File: config.mk
export PLATFORM = sky130hd
export DESIGN_NAME = noc_link_chan
export DESIGN_NICKNAME = d
export VERILOG_FILES = /design/src/rtl/noc_link_checker_pkg.sv /design/src/rtl/noc_link_chan.sv
export SDC_FILE = /design/constraint.sdc
export NUM_CORES = 1
export LEC_CHECK = 0
export ABC_AREA = 0
export CAP_MARGIN = 15
export CELL_PAD_IN_SITES_DETAIL_PLACEMENT = 1
export CELL_PAD_IN_SITES_GLOBAL_PLACEMENT = 2
export CORE_MARGIN = 3
export CORE_UTILIZATION = 41
export CTS_BUF_LIST = sky130_fd_sc_hd__clkbuf_2 sky130_fd_sc_hd__clkbuf_4 sky130_fd_sc_hd__clkbuf_8
export DETAILED_ROUTE_END_ITERATION = 7
export DONT_BUFFER_PORTS = 1
export MAX_ROUTING_LAYER = met4
export PLACE_DENSITY = 0.93
export SYNTH_ARGS = -nofsm -noshare
export SYNTH_HDL_FRONTEND = slang
export SYNTH_SLANG_ARGS = --single-unit
File: constraint.sdc
create_clock -name clk -period 3.87 [get_ports clk]
set_input_delay 0.774 -clock clk [delete_from_list [all_inputs] [get_ports clk]]
set_output_delay 0.774 -clock clk [all_outputs]
set_load 0.02 [all_outputs]
File: src/rtl/noc_link_checker_pkg.sv
// Shared definitions for the NoC link checker: error codes, default header
// field positions, channel state type and the per-network error encoder.
package noc_link_checker_pkg;

  // Error codes reported on err_code_o
  localparam logic [2:0] ERR_NONE        = 3'd0;
  localparam logic [2:0] ERR_BOUNDARY    = 3'd1;
  localparam logic [2:0] ERR_CREDIT_OVF  = 3'd2;
  localparam logic [2:0] ERR_CREDIT_UNF  = 3'd3;
  localparam logic [2:0] ERR_LEN_ILLEGAL = 3'd4;

  // Default header payload-length field position
  localparam int DEF_LEN_LSB   = 22;
  localparam int DEF_LEN_WIDTH = 8;

  // Bit positions inside the per-network error vector
  localparam int EV_BOUNDARY    = 0;
  localparam int EV_CREDIT_OVF  = 1;
  localparam int EV_LEN_ILLEGAL = 2;
  localparam int EV_CREDIT_UNF  = 3;

  // Framing state of one network
  typedef enum logic {
    ST_HEAD = 1'b0,
    ST_BODY = 1'b1
  } chan_state_e;

  // Collapse one network's error vector to a single code.
  // Priority: BOUNDARY > CREDIT_OVF > LEN_ILLEGAL > CREDIT_UNF.
  function automatic logic [2:0] err_encode(input logic [3:0] ev);
    logic [2:0] code;
    code = ERR_NONE;
    if (ev[EV_BOUNDARY])         code = ERR_BOUNDARY;
    else if (ev[EV_CREDIT_OVF])  code = ERR_CREDIT_OVF;
    else if (ev[EV_LEN_ILLEGAL]) code = ERR_LEN_ILLEGAL;
    else if (ev[EV_CREDIT_UNF])  code = ERR_CREDIT_UNF;
    return code;
  endfunction

endpackage

File: src/rtl/noc_link_chan.sv
// One physical network of a link: packet framing FSM, remaining-flit
// counter, valid/yummy credit balance, error detection and packet counter.
//
// Handshake: a flit is transferred in every cycle valid_i is high (no
// ready; flow control is by credits). Each flit consumes one credit and each
// yummy_i returns one. Framing and credit tracking run regardless of
// mon_en_i so that re-enabling mid-packet stays in sync; only error
// detection and packet counting are gated by mon_en_i.
module noc_link_chan
  import noc_link_checker_pkg::*;
#(
  parameter int LEN_WIDTH = DEF_LEN_WIDTH,
  parameter int MAX_LEN   = 8,
  parameter int CREDITS   = 4,
  parameter bit LINK_EN   = 1'b1
) (
  input  logic                 clk,
  input  logic                 rst_n,
  input  logic                 mon_en_i,
  input  logic                 valid_i,
  input  logic                 yummy_i,
  input  logic [LEN_WIDTH-1:0] hdr_len_i,
  output logic [3:0]           err_vec_o,
  output chan_state_e          state_o,
  output logic [31:0]          pkt_cnt_o
);

  localparam int                 CRED_W    = $clog2(CREDITS + 1);
  localparam logic [CRED_W-1:0]  CRED_FULL = CRED_W'(CREDITS);
  localparam logic [LEN_WIDTH:0] MAX_LEN_W = (LEN_WIDTH + 1)'(MAX_LEN);

  chan_state_e          state_q;
  logic [LEN_WIDTH-1:0] remaining_q;
  logic [CRED_W-1:0]    credit_q;
  logic [31:0]          pkt_cnt_q;

  logic cred_empty;
  logic cred_full;
  logic pkt_done;
  logic [3:0] err_vec;

  assign cred_empty = (credit_q == '0);
  assign cred_full  = (credit_q == CRED_FULL);

  // A packet completes on a zero-length header or on the last body flit
  assign pkt_done = valid_i &&
                    (((state_q == ST_HEAD) && (hdr_len_i == '0)) ||
                     ((state_q == ST_BODY) && (remaining_q == LEN_WIDTH'(1))));

  // Detect protocol violations on this network in the current cycle
  always_comb begin
    err_vec = '0;
    if (mon_en_i) begin
      err_vec[EV_BOUNDARY]    = valid_i && !LINK_EN;
      err_vec[EV_CREDIT_OVF]  = valid_i && cred_empty;
      err_vec[EV_LEN_ILLEGAL] = valid_i && (state_q == ST_HEAD) &&
                                ({1'b0, hdr_len_i} > MAX_LEN_W);
      err_vec[EV_CREDIT_UNF]  = yummy_i && cred_full;
    end
  end

  assign err_vec_o = err_vec;
  assign state_o   = state_q;
  assign pkt_cnt_o = pkt_cnt_q;

  // Framing FSM; illegal lengths are still framed so the checker keeps sync
  always_ff @(posedge clk or negedge rst_n) begin
    if (!rst_n) begin
      state_q     <= ST_HEAD;
      remaining_q <= '0;
    end else if (valid_i) begin
      case (state_q)
        ST_HEAD: begin
          if (hdr_len_i != '0) begin
            state_q     <= ST_BODY;
            remaining_q <= hdr_len_i;
          end
        end
        ST_BODY: begin
          remaining_q <= remaining_q - LEN_WIDTH'(1);
          if (remaining_q == LEN_WIDTH'(1)) state_q <= ST_HEAD;
        end
        default: state_q <= ST_HEAD;
      endcase
    end
  end

  // Credit balance, clamped at both ends instead of wrapping
  always_ff @(posedge clk or negedge rst_n) begin
    if (!rst_n) begin
      credit_q <= CRED_FULL;
    end else begin
      case ({valid_i, yummy_i})
        2'b10:   if (!cred_empty) credit_q <= credit_q - CRED_W'(1);
        2'b01:   if (!cred_full)  credit_q <= credit_q + CRED_W'(1);
        default: credit_q <= credit_q;
      endcase
    end
  end

  // Saturating count of completed packets, frozen while monitoring is off
  always_ff @(posedge clk or negedge rst_n) begin
    if (!rst_n) begin
      pkt_cnt_q <= '0;
    end else if (mon_en_i && pkt_done && (pkt_cnt_q != 32'hFFFF_FFFF)) begin
      pkt_cnt_q <= pkt_cnt_q + 32'd1;
    end
  end

endmodule

======== Word-level counts from Yosys, hierarchy flattened ========
Index checks and enable logic that the tools add are counted.
word-level totals
  flip-flop bits (word level) ............. 44
  input port bits ......................... 13
  output and inout bits ................... 37
  word-level logic and storage cells ...... 43
operators by class
  $add $sub $neg .......................... 4
  $lt $le $gt $ge ......................... 1
  equality and inequality tests ........... 8
  muxes and demuxes ....................... 9
  bitwise operators ....................... 1
  reduce and logical (&&, ||, !) cells .... 16
operators by type and width
  cell                                                                             number
  32-bit by 1-bit adder with 32-bit output, second input constant                  1
  32-bit inequality test, second input constant                                    1
  8-bit one-hot mux with 2 select lines                                            1
  1-bit logical AND                                                                9
  8-bit by 1-bit equality test with 1-bit output, second input constant            1
  8-bit by 4-bit greater-than comparator with 1-bit output, second input constant  1
  8-bit logical NOT                                                                1
  8-bit 2-to-1 mux                                                                 1
  8-bit nonzero test                                                               1
  8-bit by 1-bit subtractor with 8-bit output, second input constant               1
  3-bit 2-to-1 mux                                                                 2
  3-bit one-hot mux with 2 select lines                                            1
  4-bit 2-to-1 mux                                                                 1
  2-bit inequality test, second input constant                                     2
  3-bit by 1-bit adder with 3-bit output, second input constant                    1
  3-bit equality test, second input constant                                       1
  3-bit logical NOT                                                                1
  3-bit AND reduction                                                              1
  3-bit by 1-bit subtractor with 3-bit output, second input constant               1
  2-bit by 1-bit equality test with 1-bit output, second input constant            1
  2-bit equality test, second input constant                                       1
  1-bit 2-to-1 mux                                                                 2
  2-bit by 1-bit inequality test with 1-bit output, second input constant          1
  1-bit one-hot mux with 2 select lines                                            1
  4 further kinds                                                                  4

======== Depth between registers and ports, before layout ========
  depth in word-level cells ............... 6
  mapped depth ............................ 8
  mapped depth without buffers ............ 7

======== Worst setup path after synthesis ========
No wires, ideal clock.
  path type ............................... input to output
  start point ............................. input valid_i
  end point ............................... output err_vec_o[1]
  arrival time ............................ 1.854 ns
  required time ........................... 3.096 ns
  slack ................................... 1.242 ns
  stages on the path ...................... 3
  buffers on the path ..................... 1
  path through ............................ clkbuf_1 > nand2_1 > nor4_1
between the ends
  cells in the longest elaborated chain, start to end .. 2
RTL lines
  item               line                 text
  from (decl)        noc_link_chan.sv:20  input logic valid_i,
  1-bit logical AND  noc_link_chan.sv:55  err_vec[EV_CREDIT_OVF] = valid_i && cred_empty;
  4-bit 2-to-1 mux   noc_link_chan.sv:53  if (mon_en_i) begin
  to (decl)          noc_link_chan.sv:23  output logic [3:0] err_vec_o,
No other way between the ends.

======== Worst setup path in the final report ========
  start point ............................. register pkt_cnt_q[0], in the netlist pkt_cnt_o[0]
  end point ............................... register pkt_cnt_q[1], in the netlist pkt_cnt_o[1]
between the ends
  cells in the longest elaborated chain, start to end .. 2
RTL lines
  item                                                                              line                  text
  from (decl)                                                                       noc_link_chan.sv:35   logic [31:0] pkt_cnt_q;
  from (signal assigned)                                                            noc_link_chan.sv:106  pkt_cnt_q <= pkt_cnt_q + 32'd1;
  branches (longest 2 deep; another with 32-bit by 1-bit adder with 32-bit output)  --
Several ways; the timed one is not identified.
A chain may end at the register's enable or synchronous reset.

==> results.txt <==
Clock tree synthesis selected as its root buffer the cell clkbuf_8. The netlist uses 49 different library cells. The count of inserted antenna diode cells is 0. The kind of start point of the critical path is a flop. The count of max-cap constraint violations is 0. The total die area is 7070 um^2. The static power due to leakage came out at 1.03 nW. The final layout contains 278 nets. In this run, post-CTS hold repair placed 0 buffers. The clock transition time at the flip-flop clock pins of the worst setup and hold paths came out at 90 ps. The register bit total from synthesis is 44. The routability congestion estimate came out at 0.794. The final worst-path cycle share came out at 0.752. The library cell used most frequently in the layout, excluding fill and tap cells, is dfrtp_1. Power comes to 1.12 mW. The pin slew with the least headroom to its limit is 907 ps. The number of levels the H-tree was split into came out at 2. The min-delay analysis places its worst path in the category primary input to async pin. The largest total area in the synthesized netlist belongs to dfrtp_1.

The relative slew slack came out at 0.390. The pre-antenna-repair detailed-routing pass consisted of 4 iterations. The placement-stage worst setup slack is 952 ps. The switching power summed over all nets is 0.333 mW. Relative to the synthesized area, the layout overhead comes to 6.16%. The share of power burned in registers is 0.524. Summing every instance area after synthesis gives 2500 um^2. In the routed design, unresolved DRC markers number 0. CTS saw 44 sinks.

The total global routing overflow is 0. The number of synthesis warnings came out at 0. The worst setup path is captured at a flop. The number of enable-type register cells in the synthesized netlist came out at 0. The post-layout minimum cycle time is 2910 ps.

Buffers added to address setup during post-CTS repair amount to 0. Traced cell by cell, the critical path runs through ha_1 -> nand2_1 -> or4_1 -> nand3b_1 -> nand2_2 -> mux2_1. The number of buffers inserted during clock tree synthesis came out at 5. In this run the vertical extent of the chip is 84.1 um. In this run the standard cell core region covers 5710 um^2.

The part of the total power dissipated in the clock network came out at 0.306. The combinational power share came out at 0.170. Final hold analysis gives a worst-case slack of 156 ps. The post-synth net total came out at 278.

The setup TNS after final layout came out at 0 ps. The flow ran to the end, and the final reports show no timing, DRC or antenna violations. Timing would allow up to 343 MHz. The later-pin clock latency in the skew report is 300 ps. The initial cell density of the core came out at 0.438.

The pin count of the biggest net entering global routing is 45. Setup violations remaining at the end of the flow were counted as 0. The worst ir drop on vdd is 0.252 mV. In this run the mean area of a mapped cell was 9.57 um^2. The routed design has 6.12 mm of wire. Among all stages on the critical path, the largest delay is contributed by nand3b_1. After synthesis, the share of flip-flops with an asynchronous set or reset is 1.00. The count of standard-cell rows came out at 27.

The mean number of vias per cell is 6.00. The total global-route track usage came out at 0.190. The power per cell area is 423 nW/um^2. The post-synthesis cell count is 261.

TritonCTS built the clock tree. The global-route wire length before repair is 10.7 mm. The number of antenna-violating nets in the routed design came out at 0.

The maximum net fanout on the critical path came out at 15. Setup slack closes at 958 ps. The worst setup path is of the flop to flop kind.

STA puts the critical path data required time at 4050 ps. Among all flip-flop cells after synthesis, the most frequent one is dfrtp_1. The die extent in x came out at 84.1 um. The number of DRC violations after detailed-routing iteration 0 came out at 99. The number of global-route vias before repair is 2067.

Data arrives at the worst endpoint at 3100 ps. The maximum clock path buffer count is 2. The post-detailed-placement half-perimeter wirelength is 4.45 mm. The share of synthesized area in the top cell type comes to 0.431. The via count of the routed design is 1992. Between clock sinks in the finished design, the worst skew comes to 6.75 ps.

By area the synthesized netlist is led by dfrtp_1 (43%), xnor2_1 (10%), nand3_1 (4.0%). The worst stage delay on the critical path is 650 ps. Setup repair after global routing left no endpoint under its margin. The number of top-level pins came out at 50. Of the total power, the share spent switching nets is 0.297. The total of cells resized after clock tree synthesis came out at 0.

The initial antenna violation count is 0. The proportion of layout cells with a drive suffix above 1 is 0.104. The sequential fraction of the synthesis area came out at 0.441.

In the final routed layout, each cell accounts on average for 18.4 um. The library cells used most frequently in the layout, excluding fill and tap cells, are dfrtp_1 (43), xnor2_1 (29), nand2_1 (20), nand3_1 (20), nor2_1 (16). The total count of max-transition violations in the final report came to 0.

The number of buffer cells added on primary ports is 0. The final hold violation count came out at 0. For this run, the share of the core covered by cells in the final layout is 0.465. The internal power of the cells totals 0.788 mW.
metrics by stage:
| step | cell area, um^2 | instances |
|---|---|---|
| 3_3_place_gp | 2550 | 326 |
| 6_report | 2650 | 332 |
| 5_1_grt | 2650 | 332 |
| 4_1_cts | 2650 | 332 |
| 3_5_place_dp | 2550 | 326 |
| 2_1_floorplan | 2500 | 261 |
layer usage:
layer,up-vias,track usage,part of all wire
met1,999,0.228,0.44
met2,38,0.305,0.49
met5,-,-,0
met4,0,0.0395,0.0093
li1,949,-,-
met3,6,0.0750,0.064
sequential cells by signal, summed over array words and instances (netlist names):
register / cells
pkt_cnt_o: 32
remaining_q: 8
credit_q: 3
state_o: 1
kinds of logic (layout without fill, tap and decap cells):
group / Yosys count / in the layout / synth area share
XOR/XNOR: 30 / 30 / 0.105
flip-flops: 44 / 44 / 0.441
AO/OA/AOI/OAI: 39 / 39 / 0.100
buffers and inverters: 17 / 16 / 0.0350
AND/OR/NAND/NOR: 122 / 122 / 0.277
multiplexers: 4 / 4 / 0.0165
adder cells (fa/ha/maj): 4 / 4 / 0.0230
other: 1 / 1 / 0.00150
power groups by stage:
| stage | clock network, mW | registers, mW | logic [mW] |
|---|---|---|---|
| finish | 0.343 | 0.588 | 0.190 |
| floorplan | 0 | 0.569 | 0.173 |
| global route | 0.376 | 0.603 | 0.232 |
| global placement | 0 | 0.594 | 0.181 |
| detailed placement | 0 | 0.597 | 0.192 |
| CTS | 0.353 | 0.588 | 0.192 |
worst max-delay path: cells and delay by family, from the launching register on:
family        cells  cell delay (ps)
simple gates      4             1680
mux               1              340
fa+ha+maj         1              260
flops             1              520
synth_stat cells (2+ instances only):
library cell,n
o21ai_0,5
nand2b_1,3
and2_1,2
nand3_2,9
dfrtp_1,43
a21oi_1,10
nand3_1,20
a22o_1,2
nor2_1,16
and3_1,7
nand4_1,14
nor3_1,12
nor4_1,4
or4_1,3
xnor2_1,29
buf_4,2
inv_1,5
and4_1,3
nand2_1,20
buf_6,2
o22ai_1,6
clkbuf_1,6
ha_1,3
mux2i_1,3
o21ai_1,5
a221oi_1,3
a211oi_1,2
layout make-up:
cell class	instances	area, um^2
Fill cell	654	3060
Sequential cell	44	1100
Timing Repair Buffer	4	30.0
Inverter	6	22.5
Tap cell	72	90.1
Multi-Input combinational cell	200	1310
Clock inverter	1	30.0
Clock buffer	5	68.8
worst paths after layout:
path | start | endpoint | slack [ps] | depth (start not counted)
max in group asynchronous | rst_n | credit_q[2]$_DFFE_PN1P_ | 3520 | 0
setup / recovery | pkt_cnt_o[0]$_DFFE_PN0P_ | pkt_cnt_o[1]$_DFFE_PN0P_ | 960 | 6
hold / removal | rst_n | remaining_q[4]$_DFFE_PN0P_ | 160 | 0
setup reg to reg | pkt_cnt_o[0]$_DFFE_PN0P_ | pkt_cnt_o[1]$_DFFE_PN0P_ | 960 | 6
min in group clk | yummy_i | credit_q[2]$_DFFE_PN1P_ | 550 | 1
hold reg to reg | remaining_q[0]$_DFFE_PN0P_ | remaining_q[0]$_DFFE_PN0P_ | 590 | 1
No activity file was read; power rests on OpenSTA's default activity.
